**src/rtl/serial_adder_ctrl_pkg.sv**
```systemverilog
// Shared types and sizing helpers for the bit-serial adder controller.
package serial_adder_ctrl_pkg;

  typedef enum logic [1:0] {
    IDLE = 2'd0,
    RUN  = 2'd1,
    DONE = 2'd2
  } state_e;

  // Bit-index counter width: max(1, $clog2(width)).
  function automatic int cnt_width(input int width);
    return (width <= 2) ? 1 : $clog2(width);
  endfunction

endpackage

```
**src/rtl/serial_adder_ctrl_fa_bit.sv**
```systemverilog
// Purely combinational 1-bit full adder cell.
module fa_bit (
  input  logic a,
  input  logic b,
  input  logic ci,
  output logic s,
  output logic co
);

  assign s  = a ^ b ^ ci;
  assign co = (a & b) | (ci & (a ^ b));

endmodule

```
**src/rtl/serial_adder_ctrl.sv**
```systemverilog
// Bit-serial adder: latches operands, then adds one bit per clock, LSB first,
// through a single full-adder cell, with valid/ready handshakes on both sides.
module serial_adder_ctrl
  import serial_adder_ctrl_pkg::*;
#(
  parameter int WIDTH = 8
) (
  input  logic             clk,
  input  logic             rst_n,
  input  logic             in_valid,
  output logic             in_ready,
  input  logic [WIDTH-1:0] a,
  input  logic [WIDTH-1:0] b,
  input  logic             ci,
  output logic             out_valid,
  input  logic             out_ready,
  output logic [WIDTH-1:0] sum,
  output logic             co,
  output logic             ovf,
  output logic             busy
);

  localparam int               CNT_W    = cnt_width(WIDTH);
  localparam logic [CNT_W-1:0] CNT_LAST = CNT_W'(WIDTH - 1);
  localparam logic [CNT_W-1:0] CNT_PEN  = CNT_W'((WIDTH >= 2) ? WIDTH - 2 : 0);
  localparam bit               SINGLE   = (WIDTH == 1);

  state_e           state_q, state_d;
  logic [CNT_W-1:0] cnt_q, cnt_d;
  logic             carry_q, carry_d;
  logic             cmsb_q, cmsb_d;
  logic [WIDTH-1:0] opa_q, opb_q;
  logic [WIDTH-1:0] sum_q, sum_d;
  logic             co_q, co_d;
  logic             ovf_q, ovf_d;
  logic             load_ops;
  logic             fa_s, fa_co;
  logic             msb_cin;

  fa_bit u_fa (
    .a  (opa_q[cnt_q]),
    .b  (opb_q[cnt_q]),
    .ci (carry_q),
    .s  (fa_s),
    .co (fa_co)
  );

  // With one bit there is no earlier cycle to capture cmsb; the latched ci is the MSB carry-in.
  assign msb_cin = SINGLE ? carry_q : cmsb_q;

  // NOTE: every signal written here gets a default first, so no path leaves it unassigned (no latch).
  always_comb begin
    state_d  = state_q;
    cnt_d    = cnt_q;
    carry_d  = carry_q;
    cmsb_d   = cmsb_q;
    sum_d    = sum_q;
    co_d     = co_q;
    ovf_d    = ovf_q;
    load_ops = 1'b0;
    unique case (state_q)
      IDLE: begin
        if (in_valid) begin
          load_ops = 1'b1;
          carry_d  = ci;
          cnt_d    = '0;
          state_d  = RUN;
        end
      end
      RUN: begin
        sum_d[cnt_q] = fa_s;
        carry_d      = fa_co;
        if (cnt_q == CNT_PEN) cmsb_d = fa_co;
        if (cnt_q == CNT_LAST) begin
          co_d    = fa_co;
          ovf_d   = msb_cin ^ fa_co;
          state_d = DONE;
        end else begin
          cnt_d = cnt_q + CNT_W'(1);
        end
      end
      DONE: begin
        if (out_ready) state_d = IDLE;
      end
      default: state_d = IDLE;
    endcase
  end

  // NOTE: sequential state uses non-blocking assignments so every flop samples pre-edge values.
  always_ff @(posedge clk) begin
    if (!rst_n) begin
      state_q <= IDLE;
      cnt_q   <= '0;
      carry_q <= 1'b0;
      sum_q   <= '0;
      co_q    <= 1'b0;
      ovf_q   <= 1'b0;
    end else begin
      state_q <= state_d;
      cnt_q   <= cnt_d;
      carry_q <= carry_d;
      sum_q   <= sum_d;
      co_q    <= co_d;
      ovf_q   <= ovf_d;
    end
  end

  // NOTE: operand and cmsb registers are always written before being read, so they carry no reset.
  always_ff @(posedge clk) begin
    cmsb_q <= cmsb_d;
    if (load_ops) begin
      opa_q <= a;
      opb_q <= b;
    end
  end

  assign in_ready  = (state_q == IDLE);
  assign out_valid = (state_q == DONE);
  assign busy      = (state_q == RUN);
  assign sum       = sum_q;
  assign co        = co_q;
  assign ovf       = ovf_q;

endmodule

```
**config.mk**
```make
export PLATFORM = sky130hd
export DESIGN_NAME = serial_adder_ctrl
export DESIGN_NICKNAME = d
export VERILOG_FILES = /design/src/rtl/serial_adder_ctrl_pkg.sv /design/src/rtl/serial_adder_ctrl_fa_bit.sv /design/src/rtl/serial_adder_ctrl.sv
export SDC_FILE = /design/constraint.sdc
export NUM_CORES = 1
export LEC_CHECK = 0
export ABC_AREA = 1
export BUFFER_PORTS_ARGS = -buffer_cell sky130_fd_sc_hd__buf_2
export CORE_MARGIN = 4
export CORE_UTILIZATION = 47
export DETAILED_ROUTE_END_ITERATION = 8
export PLACE_DENSITY = 0.74
export SLEW_MARGIN = 40
export SYNTH_ARGS = -nofsm -noshare
export SYNTH_HDL_FRONTEND = slang
export SYNTH_SLANG_ARGS = --single-unit
```
**constraint.sdc**
```tcl
create_clock -name clk -period 1.7 [get_ports clk]
set_clock_uncertainty 0.05 [all_clocks]
set_input_delay 0.34 -clock clk [delete_from_list [all_inputs] [get_ports clk]]
set_output_delay 0.34 -clock clk [all_outputs]
set_load 0.1 [all_outputs]
```
==> results.md <==
- Arrival time at the worst endpoint: 1.94 ns
- Startpoint of the worst setup timing path: cnt_q[0]$_SDFFE_PN0P_
- Most frequent cells in the layout: sky130_fd_sc_hd__nand2_1, sky130_fd_sc_hd__buf_2, sky130_fd_sc_hd__nor2_1
- Max-cap violations: 0
- Total CTS buffers: 5
- Net Sw Frac: 0.283
- DRC Markers: 0
- Sinks on Clock Net: 33
- Master of the slowest instance on the critical path: sky130_fd_sc_hd__fa_2
- Post-Syn Area per Cell: 8.34 sq um
- Total stage count of the critical path: 9
- R2R cell count: 9
- Buffer levels on the longest clock path: 2
- Upper clock frequency limit: 585 MHz
- Residual overflow from global routing: 0
- Ranking of synthesized cells by area: sky130_fd_sc_hd__edfxtp_1, sky130_fd_sc_hd__dfxtp_1, sky130_fd_sc_hd__nand2_1
- Ratio of total power to cell area: 911 nW/um^2
- Total nets after synthesis: 208
- Total number of vias: 1249
- Sequential-to-total area share from yosys stat: 0.544
- Rows: 20
- Number of nets at the end of the flow: 257
- Die width: 65.0 um
- Area growth, synth to finish: 31.6%
- Run status: finished with violations
- Crit Path Class: reg2reg
- Post-DP HPWL: 2180 um
- Clock root buffer master: sky130_fd_sc_hd__clkbuf_4
- Normalized max-slew margin: 0.678
- Leakage: 0.939 nW
- Path type of the worst min-delay path: in2reg
- Startpoint type of the worst setup path: flop
- Clock tree from TritonCTS: yes
- Origin of the critical flop-to-flop path: cnt_q[0]$_SDFFE_PN0P_
- Starting Density: 0.496
- Antenna cell count: 0
- Tightest Pin Transition: 0.486 ns
- Largest stage delay on the critical path: 0.57 ns
- Final clock period utilization by the worst path: 1.01
- Proportion of power drawn by flip-flops and latches: 0.495
- Area leader, netlist: sky130_fd_sc_hd__edfxtp_1
- Gate count of the mapped netlist: 183
- Count of pins over their slew limit: 0
- Setup WS post-layout: -0.0103 ns
- Overall die height: 65.0 um
- Number of synthesized register bits: 33
- Post-CTS setup repair buffer count: 0
- Most common library cell in the layout ignoring fill and taps: sky130_fd_sc_hd__nand2_1
- Global router's overall resource usage: 0.153
- Endpoint of the lowest-slack register-to-register path: sum[0]$_SDFFE_PN0P_
- Worst path required time: 1.93 ns
- Clock share of power: 0.309
- Antenna violations before repair: 0
- Distinct cells, synth: 22
- Fraction of power consumed by combinational cells: 0.196
- Ratio of routed vias to standard cells: 4.51
- Post-route core utilization: 0.652
- Maximum number of pins on one net before global-route repair: 17
- Worst-path maximum fanout: 12
- Smallest hold slack: 0.125 ns
- YS warnings: 0
- Family with the most delay on the worst path: adder cells
- Clock-pin slew on the worst setup and hold paths: 0.10 ns
- Core box area: 3080 sq um
- Top-Level Pins: 34
- Net switching component of the power: 0.518 mW
- Final Hold Violating Endpoints: 0
- RePlAce Congestion: 0.794
- Wire per inst: 9.97 um
- Shortest clock period the worst path allows after layout: 1.71 ns
- Via count of the first global-routing pass: 1184
- Level count of the clock H-tree: 2
- Unrepaired setup endpoints after global routing: true
- IO Port Bufs: 33
- Number of optimization iterations in the first detailed-route pass: 4
- Area fraction of the dominant cell type after synthesis: 0.334
- Total setup violations reported at the end of the flow: 1
- Die Outline Area: 4220 sq um
- Number of buffers and inverters on the critical path: 2
- Internal power of the cells: 1.31 mW
- Critical-path cell list: inv_4 > nand2_1 > nand3_2 > nand4_1 > fa_2 > inv_4 > nand3_1 > nand2_1 > nor2_1
- Violations in the final reports: setup timing
- Register-to-register setup slack: -0.01 ns
- DRT iter0 DRCs: 83
- Final wirelength: 2760 um
- Netlist Area Pre-Place: 1530 sq um
- Ratio of cells with drive above 1 in the final layout: 0.335
- Maximum vdd drop: 570 uV
- Clock latency on the worst-skew pair: 0.33 ns
- Global-route wire length before repair: 4850 um
- Post-DRT Antenna Nets: 0
- Critical path endpoint: sum[0]$_SDFFE_PN0P_
- Critical Path Sink Type: flop
## registers in the layout, indices dropped and copies added (netlist names)
name / count
opa_q: 8
ovf: 1
cmsb_q: 1
sum: 8
state_q: 2
opb_q: 8
carry_q: 1
cnt_q: 3
co: 1
## power groups by stage
stage | registers (mW) | logic [mW] | clock network, mW
2_1_floorplan | 0.960 | 0.198 | 0
3_3_place_gp | 0.921 | 0.336 | 0
3_5_place_dp | 0.922 | 0.341 | 0
4_1_cts | 0.905 | 0.354 | 0.581
5_1_grt | 0.910 | 0.403 | 0.634
6_report | 0.906 | 0.359 | 0.565
## routing by layer
layer,up-vias,GRT usage,part of all wire
met2,24,0.249,0.49
met4,0,0.0554,0.012
met1,548,0.179,0.45
met3,4,0.0641,0.048
met5,-,0,0
li1,673,-,-
## timing repair
item                                    in CTS  in global routing
resized for setup                           10                  8
pin swaps                                    1                  0
endpoints found under the setup margin      10                  9
hold buffers                                 0                  0
## metrics by stage
step | total power [mW] | setup WS (ns) | area [sq um] | cells | setup TNS [ns]
global placement | 1.26 | -0.0726 | 1880 | 269 | -0.462
detailed placement | 1.26 | -0.152 | 1880 | 269 | -1.03
finish | 1.83 | -0.0103 | 2010 | 277 | -0.0103
floorplan | 1.16 | -0.0777 | 1550 | 183 | -1.25
global route | 1.95 | -0.144 | 2010 | 277 | -1.02
CTS | 1.84 | -0.0210 | 1980 | 277 | -0.0537
## kinds of logic (layout without fill, tap and decap cells)
kind of cell,after synthesis,in the layout,share of synthesized area
buf+inv,33,83,0.0844
xor+xnor,1,1,0.00574
fa+ha+maj,4,4,0.0377
compound gates,11,11,0.0410
flops,33,33,0.544
simple gates,101,101,0.287
## area by class of cell
class | instances | area (sq um)
clock inverter | 3 | 41.3
tap | 44 | 55.1
fill | 278 | 1070
timing repair buffer | 45 | 300
sequential | 33 | 843
multi-input combinational | 117 | 609
inverter | 30 | 121
clock buffer | 5 | 37.5
## cells in the mapped netlist
| cell | n |
|---|---|
| sky130_fd_sc_hd__o21ai_0 | 2 |
| sky130_fd_sc_hd__clkbuf_1 | 1 |
| sky130_fd_sc_hd__nor2_4 | 2 |
| sky130_fd_sc_hd__nand3_1 | 16 |
| sky130_fd_sc_hd__edfxtp_1 | 17 |
| sky130_fd_sc_hd__ha_1 | 3 |
| sky130_fd_sc_hd__nand3_2 | 1 |
| sky130_fd_sc_hd__buf_2 | 1 |
| sky130_fd_sc_hd__nand2_4 | 1 |
| sky130_fd_sc_hd__xnor2_1 | 1 |
| sky130_fd_sc_hd__nand4_1 | 2 |
| sky130_fd_sc_hd__inv_2 | 3 |
| sky130_fd_sc_hd__o211ai_1 | 2 |
| sky130_fd_sc_hd__nand2_1 | 44 |
| sky130_fd_sc_hd__inv_1 | 27 |
| sky130_fd_sc_hd__nor2_1 | 33 |
| sky130_fd_sc_hd__buf_4 | 1 |
| sky130_fd_sc_hd__dfxtp_1 | 16 |
| sky130_fd_sc_hd__nor2_2 | 2 |
| sky130_fd_sc_hd__fa_1 | 1 |
| sky130_fd_sc_hd__a21oi_1 | 6 |
| sky130_fd_sc_hd__a21boi_0 | 1 |
## worst min-delay path by stage
stage          slack, ns  cells past startpoint                   to           startpoint
2_1_floorplan       0.39                      0   opa_q[0]$_DFFE_PP_                 a[0]
3_3_place_gp        0.41                      2  sum[5]$_SDFFE_PN0P_  sum[5]$_SDFFE_PN0P_
3_5_place_dp        0.42                      2  sum[4]$_SDFFE_PN0P_  sum[4]$_SDFFE_PN0P_
4_1_cts             0.11                      1   opa_q[4]$_DFFE_PP_                 a[4]
5_1_grt             0.08                      1   opb_q[3]$_DFFE_PP_                 b[3]
6_report            0.13                      1   opa_q[6]$_DFFE_PP_                 a[6]
(Power assumes the default switching activity.)
